===== src/rtl/spi_flash_responder_if.sv =====
// spi_flash_responder_if: SPI pin bundle plus the request/valid byte port of the flash responder
interface spi_flash_responder_if;
    logic        spi_sclk;
    logic        spi_csb;
    logic        spi_mosi;
    logic        spi_miso;
    logic        spi_miso_oe;
    logic        mem_req;
    logic [23:0] mem_addr;
    logic        mem_valid;
    logic [7:0]  mem_rdata;

    modport master (
        output spi_sclk, spi_csb, spi_mosi, mem_valid, mem_rdata,
        input  spi_miso, spi_miso_oe, mem_req, mem_addr
    );

    modport slave (
        input  spi_sclk, spi_csb, spi_mosi, mem_valid, mem_rdata,
        output spi_miso, spi_miso_oe, mem_req, mem_addr
    );
endinterface


===== src/rtl/spi_flash_responder.sv =====
// spi_flash_responder: SPI mode-0 flash READ (0x03) target streaming bytes from a request/valid port; SPI_FAST_READ_EN adds 0x0B with 8 dummy clocks
module spi_flash_responder #(
    parameter int SYNC_STAGES = 2
) (
    input  logic                 clk,
    input  logic                 rst,
    spi_flash_responder_if.slave bus,
    output logic                 busy,
    output logic                 err_cmd,
    output logic                 underrun
);
    localparam logic [2:0] S_IDLE   = 3'd0;
    localparam logic [2:0] S_CMD    = 3'd1;
    localparam logic [2:0] S_ADDR   = 3'd2;
    localparam logic [2:0] S_DATA   = 3'd3;
    localparam logic [2:0] S_IGNORE = 3'd4;
`ifdef SPI_FAST_READ_EN
    localparam logic [2:0] S_DUMMY  = 3'd5;
    logic fast;
`endif

    logic [SYNC_STAGES-1:0] sclk_q, csb_q, mosi_q;
    logic        sclk_d, sclk_s, csb_s, mosi_s, rise, fall, cmd_ok;
    logic [2:0]  state;
    logic [4:0]  cnt;
    logic [22:0] sh;
    logic [23:0] addr;
    logic [7:0]  cmd_byte, buf_q, shf;
    logic        buf_vld, pend, req, oe;

    assign sclk_s   = sclk_q[SYNC_STAGES-1];
    assign csb_s    = csb_q[SYNC_STAGES-1];
    assign mosi_s   = mosi_q[SYNC_STAGES-1];
    assign rise     = sclk_s & ~sclk_d;
    assign fall     = ~sclk_s & sclk_d;
    assign cmd_byte = {sh[6:0], mosi_s};
`ifdef SPI_FAST_READ_EN
    assign cmd_ok   = (cmd_byte == 8'h03) || (cmd_byte == 8'h0B);
`else
    assign cmd_ok   = cmd_byte == 8'h03;
`endif
    assign busy            = ~csb_s;
    assign bus.spi_miso    = oe & shf[7];
    assign bus.spi_miso_oe = oe;
    assign bus.mem_req     = req;
    assign bus.mem_addr    = addr;

    // Synchronize the asynchronous SPI pins and keep one extra SCLK sample for edge detection
    always_ff @(posedge clk) begin
        if (rst) begin
            sclk_q <= '0;
            csb_q  <= '1;
            mosi_q <= '0;
            sclk_d <= 1'b0;
        end else begin
            sclk_q <= {sclk_q[SYNC_STAGES-2:0], bus.spi_sclk};
            csb_q  <= {csb_q[SYNC_STAGES-2:0], bus.spi_csb};
            mosi_q <= {mosi_q[SYNC_STAGES-2:0], bus.spi_mosi};
            sclk_d <= sclk_s;
        end
    end

    // Protocol FSM: command/address capture, byte buffer fill, and MISO shifting; csb high overrides any SCLK edge
    always_ff @(posedge clk) begin
        if (rst) begin
            state    <= S_IDLE;
            cnt      <= '0;
            sh       <= '0;
            addr     <= '0;
            buf_q    <= '0;
            shf      <= '0;
            buf_vld  <= 1'b0;
            pend     <= 1'b0;
            req      <= 1'b0;
            oe       <= 1'b0;
            err_cmd  <= 1'b0;
            underrun <= 1'b0;
`ifdef SPI_FAST_READ_EN
            fast     <= 1'b0;
`endif
        end else begin
            req     <= 1'b0;
            err_cmd <= 1'b0;
            if (bus.mem_valid && pend) begin
                buf_q   <= bus.mem_rdata;
                buf_vld <= 1'b1;
                pend    <= 1'b0;
            end
            if (csb_s) begin
                state    <= S_IDLE;
                cnt      <= '0;
                pend     <= 1'b0;
                buf_vld  <= 1'b0;
                oe       <= 1'b0;
                shf      <= '0;
                underrun <= 1'b0;
            end else begin
                case (state)
                    S_IDLE: begin
                        state <= S_CMD;
                        cnt   <= '0;
                    end
                    S_CMD: if (rise) begin
                        sh  <= {sh[21:0], mosi_s};
                        cnt <= cnt + 5'd1;
                        if (cnt == 5'd7) begin
                            cnt     <= '0;
                            state   <= cmd_ok ? S_ADDR : S_IGNORE;
                            err_cmd <= ~cmd_ok;
`ifdef SPI_FAST_READ_EN
                            fast    <= cmd_byte == 8'h0B;
`endif
                        end
                    end
                    S_ADDR: if (rise) begin
                        sh  <= {sh[21:0], mosi_s};
                        cnt <= cnt + 5'd1;
                        if (cnt == 5'd23) begin
                            cnt     <= '0;
                            addr    <= {sh, mosi_s};
                            req     <= 1'b1;
                            pend    <= 1'b1;
                            buf_vld <= 1'b0;
`ifdef SPI_FAST_READ_EN
                            state   <= fast ? S_DUMMY : S_DATA;
`else
                            state   <= S_DATA;
`endif
                        end
                    end
`ifdef SPI_FAST_READ_EN
                    S_DUMMY: if (rise) begin
                        cnt <= cnt + 5'd1;
                        if (cnt == 5'd7) begin
                            cnt   <= '0;
                            state <= S_DATA;
                        end
                    end
`endif
                    S_DATA: if (fall) begin
                        cnt <= {2'b00, cnt[2:0] + 3'd1};
                        if (cnt[2:0] == 3'd0) begin
                            shf      <= buf_vld ? buf_q : 8'hFF;
                            underrun <= underrun | ~buf_vld;
                            addr     <= addr + 24'd1;
                            req      <= 1'b1;
                            pend     <= 1'b1;
                            buf_vld  <= 1'b0;
                            oe       <= 1'b1;
                        end else begin
                            shf <= {shf[6:0], 1'b0};
                        end
                    end
                    default: ;
                endcase
            end
        end
    end
endmodule


===== src/flat_wrapper.sv =====
// flat-port wrapper written by rule: the top's interface ports become plain ports
module spi_flash_responder_flat 
#(
    parameter int SYNC_STAGES = 2
)
  (clk, rst, busy, err_cmd, underrun, bus_spi_sclk, bus_spi_csb, bus_spi_mosi, bus_mem_valid, bus_mem_rdata, bus_spi_miso, bus_spi_miso_oe, bus_mem_req, bus_mem_addr);
  spi_flash_responder_if bus_i ();
  input  logic clk;
  input  logic rst;
  output logic busy;
  output logic err_cmd;
  output logic underrun;
  input wire logic [$bits(bus_i.spi_sclk)-1:0] bus_spi_sclk;
  input wire logic [$bits(bus_i.spi_csb)-1:0] bus_spi_csb;
  input wire logic [$bits(bus_i.spi_mosi)-1:0] bus_spi_mosi;
  input wire logic [$bits(bus_i.mem_valid)-1:0] bus_mem_valid;
  input wire logic [$bits(bus_i.mem_rdata)-1:0] bus_mem_rdata;
  output wire logic [$bits(bus_i.spi_miso)-1:0] bus_spi_miso;
  output wire logic [$bits(bus_i.spi_miso_oe)-1:0] bus_spi_miso_oe;
  output wire logic [$bits(bus_i.mem_req)-1:0] bus_mem_req;
  output wire logic [$bits(bus_i.mem_addr)-1:0] bus_mem_addr;
  assign bus_i.spi_sclk = bus_spi_sclk;
  assign bus_i.spi_csb = bus_spi_csb;
  assign bus_i.spi_mosi = bus_spi_mosi;
  assign bus_i.mem_valid = bus_mem_valid;
  assign bus_i.mem_rdata = bus_mem_rdata;
  assign bus_spi_miso = bus_i.spi_miso;
  assign bus_spi_miso_oe = bus_i.spi_miso_oe;
  assign bus_mem_req = bus_i.mem_req;
  assign bus_mem_addr = bus_i.mem_addr;
  spi_flash_responder #(.SYNC_STAGES(SYNC_STAGES)) u_core (.clk(clk), .rst(rst), .bus(bus_i), .busy(busy), .err_cmd(err_cmd), .underrun(underrun));
endmodule

===== config.mk =====
export PLATFORM = sky130hd
export DESIGN_NAME = spi_flash_responder_flat
export DESIGN_NICKNAME = d
export VERILOG_FILES = /design/src/rtl/spi_flash_responder_if.sv /design/src/rtl/spi_flash_responder.sv /design/src/flat_wrapper.sv
export SDC_FILE = /design/constraint.sdc
export NUM_CORES = 1
export LEC_CHECK = 0
export CORE_MARGIN = 4
export CORE_UTILIZATION = 53
export CTS_BUF_LIST = sky130_fd_sc_hd__clkbuf_2
export CTS_CLUSTER_SIZE = 24
export DETAILED_ROUTE_END_ITERATION = 8
export HOLD_SLACK_MARGIN = 0.02
export PLACE_DENSITY = 0.85
export SLEW_MARGIN = 20
export SYNTH_ARGS = -nofsm -noshare
export SYNTH_HDL_FRONTEND = slang
export SYNTH_SLANG_ARGS = --single-unit
export TNS_END_PERCENT = 100

===== constraint.sdc =====
create_clock -name clk -period 2.2 [get_ports clk]
set_input_delay 0.44 -clock clk [delete_from_list [all_inputs] [get_ports clk]]
set_output_delay 0.44 -clock clk [all_outputs]
set_load 0.1 [all_outputs]

==> load_flow_metrics.sql <==
INSERT INTO impl_metrics (metric_group, metric, value, unit) VALUES
('run_status', 'run_status', 'complete, no violations', ''),
('hold_path', 'timing.hold.worst_endpoint', 'u_core.sclk_q[0]$_SDFF_PP0_', ''),
('synthesis', 'xor_and_xnor_fraction_of_the_mapped_netlist_area', '0.00441', ''),
('timing', 'finalSetupViolCount', '0', ''),
('power_and_ir_drop', 'power.ir.vdd_worst', '0.378', 'mV'),
('detailed_routing', 'detail_route.wl_per_cell', '15.4', 'µm'),
('synthesis', 'largest_family_of_logic_cells_by_synthesized_area', 'simple AND/OR/NAND/NOR gates', ''),
('synthesis', 'synth_simple_gate_area_frac', '0.299', ''),
('placement', 'gp_congestion', '0.911', ''),
('synthesis', 'distinct_cell_type_count_after_synthesis', '57', ''),
('synthesis', 'synth_adder_area_share', '0.0120', ''),
('clock_tree', 'cts_buffers', '9', ''),
('timing', 'final_min_period_over_clock_period', '0.939', ''),
('clock_tree', 'cts-htree-levels', '3', ''),
('detailed_routing', 'avgViaCountPerCell', '5.96', ''),
('clock_tree', 'clock_tree.root_cell', 'clkbuf_2', ''),
('floorplan', 'initial_utilization', '0.548', ''),
('floorplan', 'die_area', '8950', 'µm²'),
('detailed_routing', 'drc', '0', ''),
('floorplan', 'die_width', '94.6', 'µm'),
('synthesis', 'synth_warnings', '0', ''),
('clock_tree', 'insertion_delay', '0.53', 'ns'),
('power_and_ir_drop', 'power', '2.26', 'mW'),
('worst_setup_path', 'r2r_cells', '6', ''),
('cells_and_area', 'post_route_cells_drive_above_1_share', '0.171', ''),
('detailed_routing', 'postRouteWirelength', '9970', 'µm'),
('grt', 'grtUsageMet2', '0.372', ''),
('grt', 'grt_start_max_net_pins', '65', ''),
('timing', 'final_period_minus_worst_setup_slack', '2.07', 'ns'),
('worst_setup_path', 'reg2reg_from', 'u_core.cnt[0]$_SDFFE_PP0P_', ''),
('grt', 'number_of_antenna_violations_at_the_first_check_in_global_routing', '0', ''),
('synthesis', 'synth_top_cells_by_area', 'dfxtp_1 42%, a21oi_1 8.9%, nand2_1 8.4%', ''),
('worst_setup_path', 'r2r_setup_slack', '0.13', 'ns'),
('cells_and_area', 'synthToLayoutAreaGrowth', '15.9', '%'),
('grt', 'grt_pass1_wl', '16800', 'µm'),
('cells_and_area', 'design.final.nets', '562', ''),
('timing', 'fin_worst_skew', '0.0150', 'ns'),
('grt', 'grt.met3_usage', '0.0422', ''),
('cells_and_area', 'layout.cell_area.non_filler', '4610', 'µm²'),
('hold_path', 'holdCritPathClass', 'in -> reg', ''),
('hold_path', 'hold_start', 'rst', ''),
('cells_and_area', 'final_cell_mix', '89 x nand2_1, 71 x a21oi_1, 69 x dfxtp_1, 47 x buf_4, 31 x nor2_1', ''),
('timing', 'timing.slew.headroom', '0.540', ''),
('synthesis', 'postSynth.asyncResetShare', '0', ''),
('synthesis', 'synth-compound-area-share', '0.213', ''),
('worst_setup_path', 'worstPathArrival', '2.55', 'ns'),
('worst_setup_path', 'timing.rr.end', 'u_core.bus.mem_addr[0]$_SDFFE_PP0P_', ''),
('floorplan', 'core.rowCount', '31', ''),
('clock_tree', 'post_cts_hold_buffers', '0', ''),
('floorplan', 'io-pin-count', '44', ''),
('grt', 'track_usage', '0.232', ''),
('grt', 'grt_pass1_vias', '3524', ''),
('power_and_ir_drop', 'pwr_density_cell', '490', 'nW/µm²'),
('clock_tree', 'ctsLongestPathBuffers', '2', ''),
('clock_tree', 'postCtsSetupRepairBufs', '0', ''),
('synthesis', 'mappedNetlistArea', '3980', 'µm²'),
('worst_setup_path', 'nature_of_the_critical_path_endpoint', 'register', ''),
('timing', 'finalHoldViolations', '0', ''),
('timing', 'maxSlewViolCount', '0', ''),
('clock_tree', 'clkTransAtPathRegs', '0.22', 'ns'),
('grt', 'top_usage_layer', 'met2', ''),
('synthesis', 'synth_top_area_cell', 'dfxtp_1', ''),
('worst_setup_path', 'critical_path_required', '2.68', 'ns'),
('placement', 'post_dp_cell_area', '4520', 'µm²'),
('floorplan', 'core_region_area', '7250', 'µm²'),
('timing', 'transition_time_at_the_pin_with_the_least_slew_margin', '0.688', 'ns'),
('synthesis', 'mappedNetlistNets', '524', ''),
('detailed_routing', 'detail-route-antenna-nets', '0', ''),
('synthesis', 'ys_ff_latch', '84', ''),
('floorplan', 'die_h', '94.6', 'µm'),
('grt', 'global_route.usage.met1', '0.316', '');
## worst max-delay path by stage
stage / from / endpoint / cells after the start
2_1_floorplan: u_core.bus.mem_addr[14]$_SDFFE_PP0P_ / u_core.bus.mem_addr[18]$_SDFFE_PP0P_ / 5
6_report: u_core.cnt[0]$_SDFFE_PP0P_ / u_core.bus.mem_addr[0]$_SDFFE_PP0P_ / 6
4_1_cts: u_core.cnt[0]$_SDFFE_PP0P_ / u_core.bus.mem_addr[21]$_SDFFE_PP0P_ / 7
5_1_grt: u_core.cnt[0]$_SDFFE_PP0P_ / u_core.bus.mem_addr[0]$_SDFFE_PP0P_ / 6
3_3_place_gp: u_core.cnt[0]$_SDFFE_PP0P_ / u_core.bus.mem_addr[15]$_SDFFE_PP0P_ / 7
3_5_place_dp: u_core.cnt[0]$_SDFFE_PP0P_ / u_core.bus.mem_addr[16]$_SDFFE_PP0P_ / 7
## what timing repair did
action	4_1_cts	5_1_grt
resized for setup	0	2
hold endpoints to repair	0	0
endpoints found under the setup margin	0	13
## critical path, cell delays in order, from the launching register on
cell and delay [ns]:
dfxtp_1 0.43, ha_1 0.20, nand4b_1 0.15, o32a_1 0.38, or3_4 0.39, or3_1 0.32, a31oi_1 0.16
## metal layers
layer	up-vias	routed length, µm
met1	1821	4460
met2	136	4740
li1	1900	-
met3	13	636
met4	0	133
met5	-	0
## cell type report
class,count,area (µm²),share of cell area
tap,99,124,0.0269
clock buffer,9,45.0,0.00977
multi-input combinational,381,2140,0.464
timing repair buffer,63,538,0.117
inverter,6,22.5,0.00489
clock inverter,7,33.8,0.00733
sequential,84,1710,0.370
## synth_stat cells, drive strengths merged (2+ instances only)
cell type and number:
nand2 89, dfxtp 84, a21oi 71, nor2 31, clkbuf 28, nand3 20
o21ai 19, nor3 13, nor4 11, nand2b 9, or3 9, a31oi 8
and2 8, buf 8, o211ai 8, nor2b 7, a211oi 6, inv 6
and3 5, nand3b 5, o31ai 5, and4 4, nand4 4, o21a 4
or2 4, a31o 3, ha 3, nand4b 3, o32ai 3, a311oi 2
a41oi 2, and3b 2, mux2i 2, nor4b 2, o221a 2, or4 2
## report_power, final
| group | leakage (nW) | switching (mW) | internal [mW] | total, mW |
|---|---|---|---|---|
| Clock | 0.0540 | 0.516 | 0.132 | 0.647 |
| Combinational | 0.810 | 0.0427 | 0.0360 | 0.0788 |
| Sequential | 0.686 | 0.00560 | 1.53 | 1.53 |
## metrics by stage
stage / worst slack [ns] / hold slack (ns) / instances / util / setup TNS [ns]
3_3_place_gp: 0.142 / 0.391 / 633 / 0.624 / 0
3_5_place_dp: 0.0902 / 0.394 / 633 / 0.624 / 0
5_1_grt: 0.00646 / 0.352 / 649 / 0.635 / 0
6_report: 0.134 / 0.360 / 649 / 0.635 / 0
2_1_floorplan: -0.0230 / 0.389 / 507 / - / -0.0230
4_1_cts: 0.0355 / 0.347 / 649 / 0.634 / 0
## logic make-up after synthesis
| group | after synthesis |
|---|---|
| and+or+nand+nor | 233 |
| AOI/OAI and AO/OA | 140 |
| DFF | 84 |
| buffers and inverters | 42 |
| adders and majority gates | 4 |
| xor gates and xnor gates | 2 |
| muxes | 2 |
## registers in the layout (all words and copies together), names as in the netlist
signal / cells
u_core.bus.spi_miso_oe: 1
u_core.sclk_d: 1
u_core.buf_vld: 1
u_core.mosi_q: 2
u_core.bus.mem_addr: 24
u_core.shf: 8
u_core.sclk_q: 2
u_core.buf_q: 8
u_core.bus.mem_req: 1
u_core.underrun: 1
u_core.sh: 23
u_core.state: 3
u_core.pend: 1
u_core.cnt: 5
u_core.csb_q: 2
u_core.err_cmd: 1
Power figures use the tool's default switching activity.
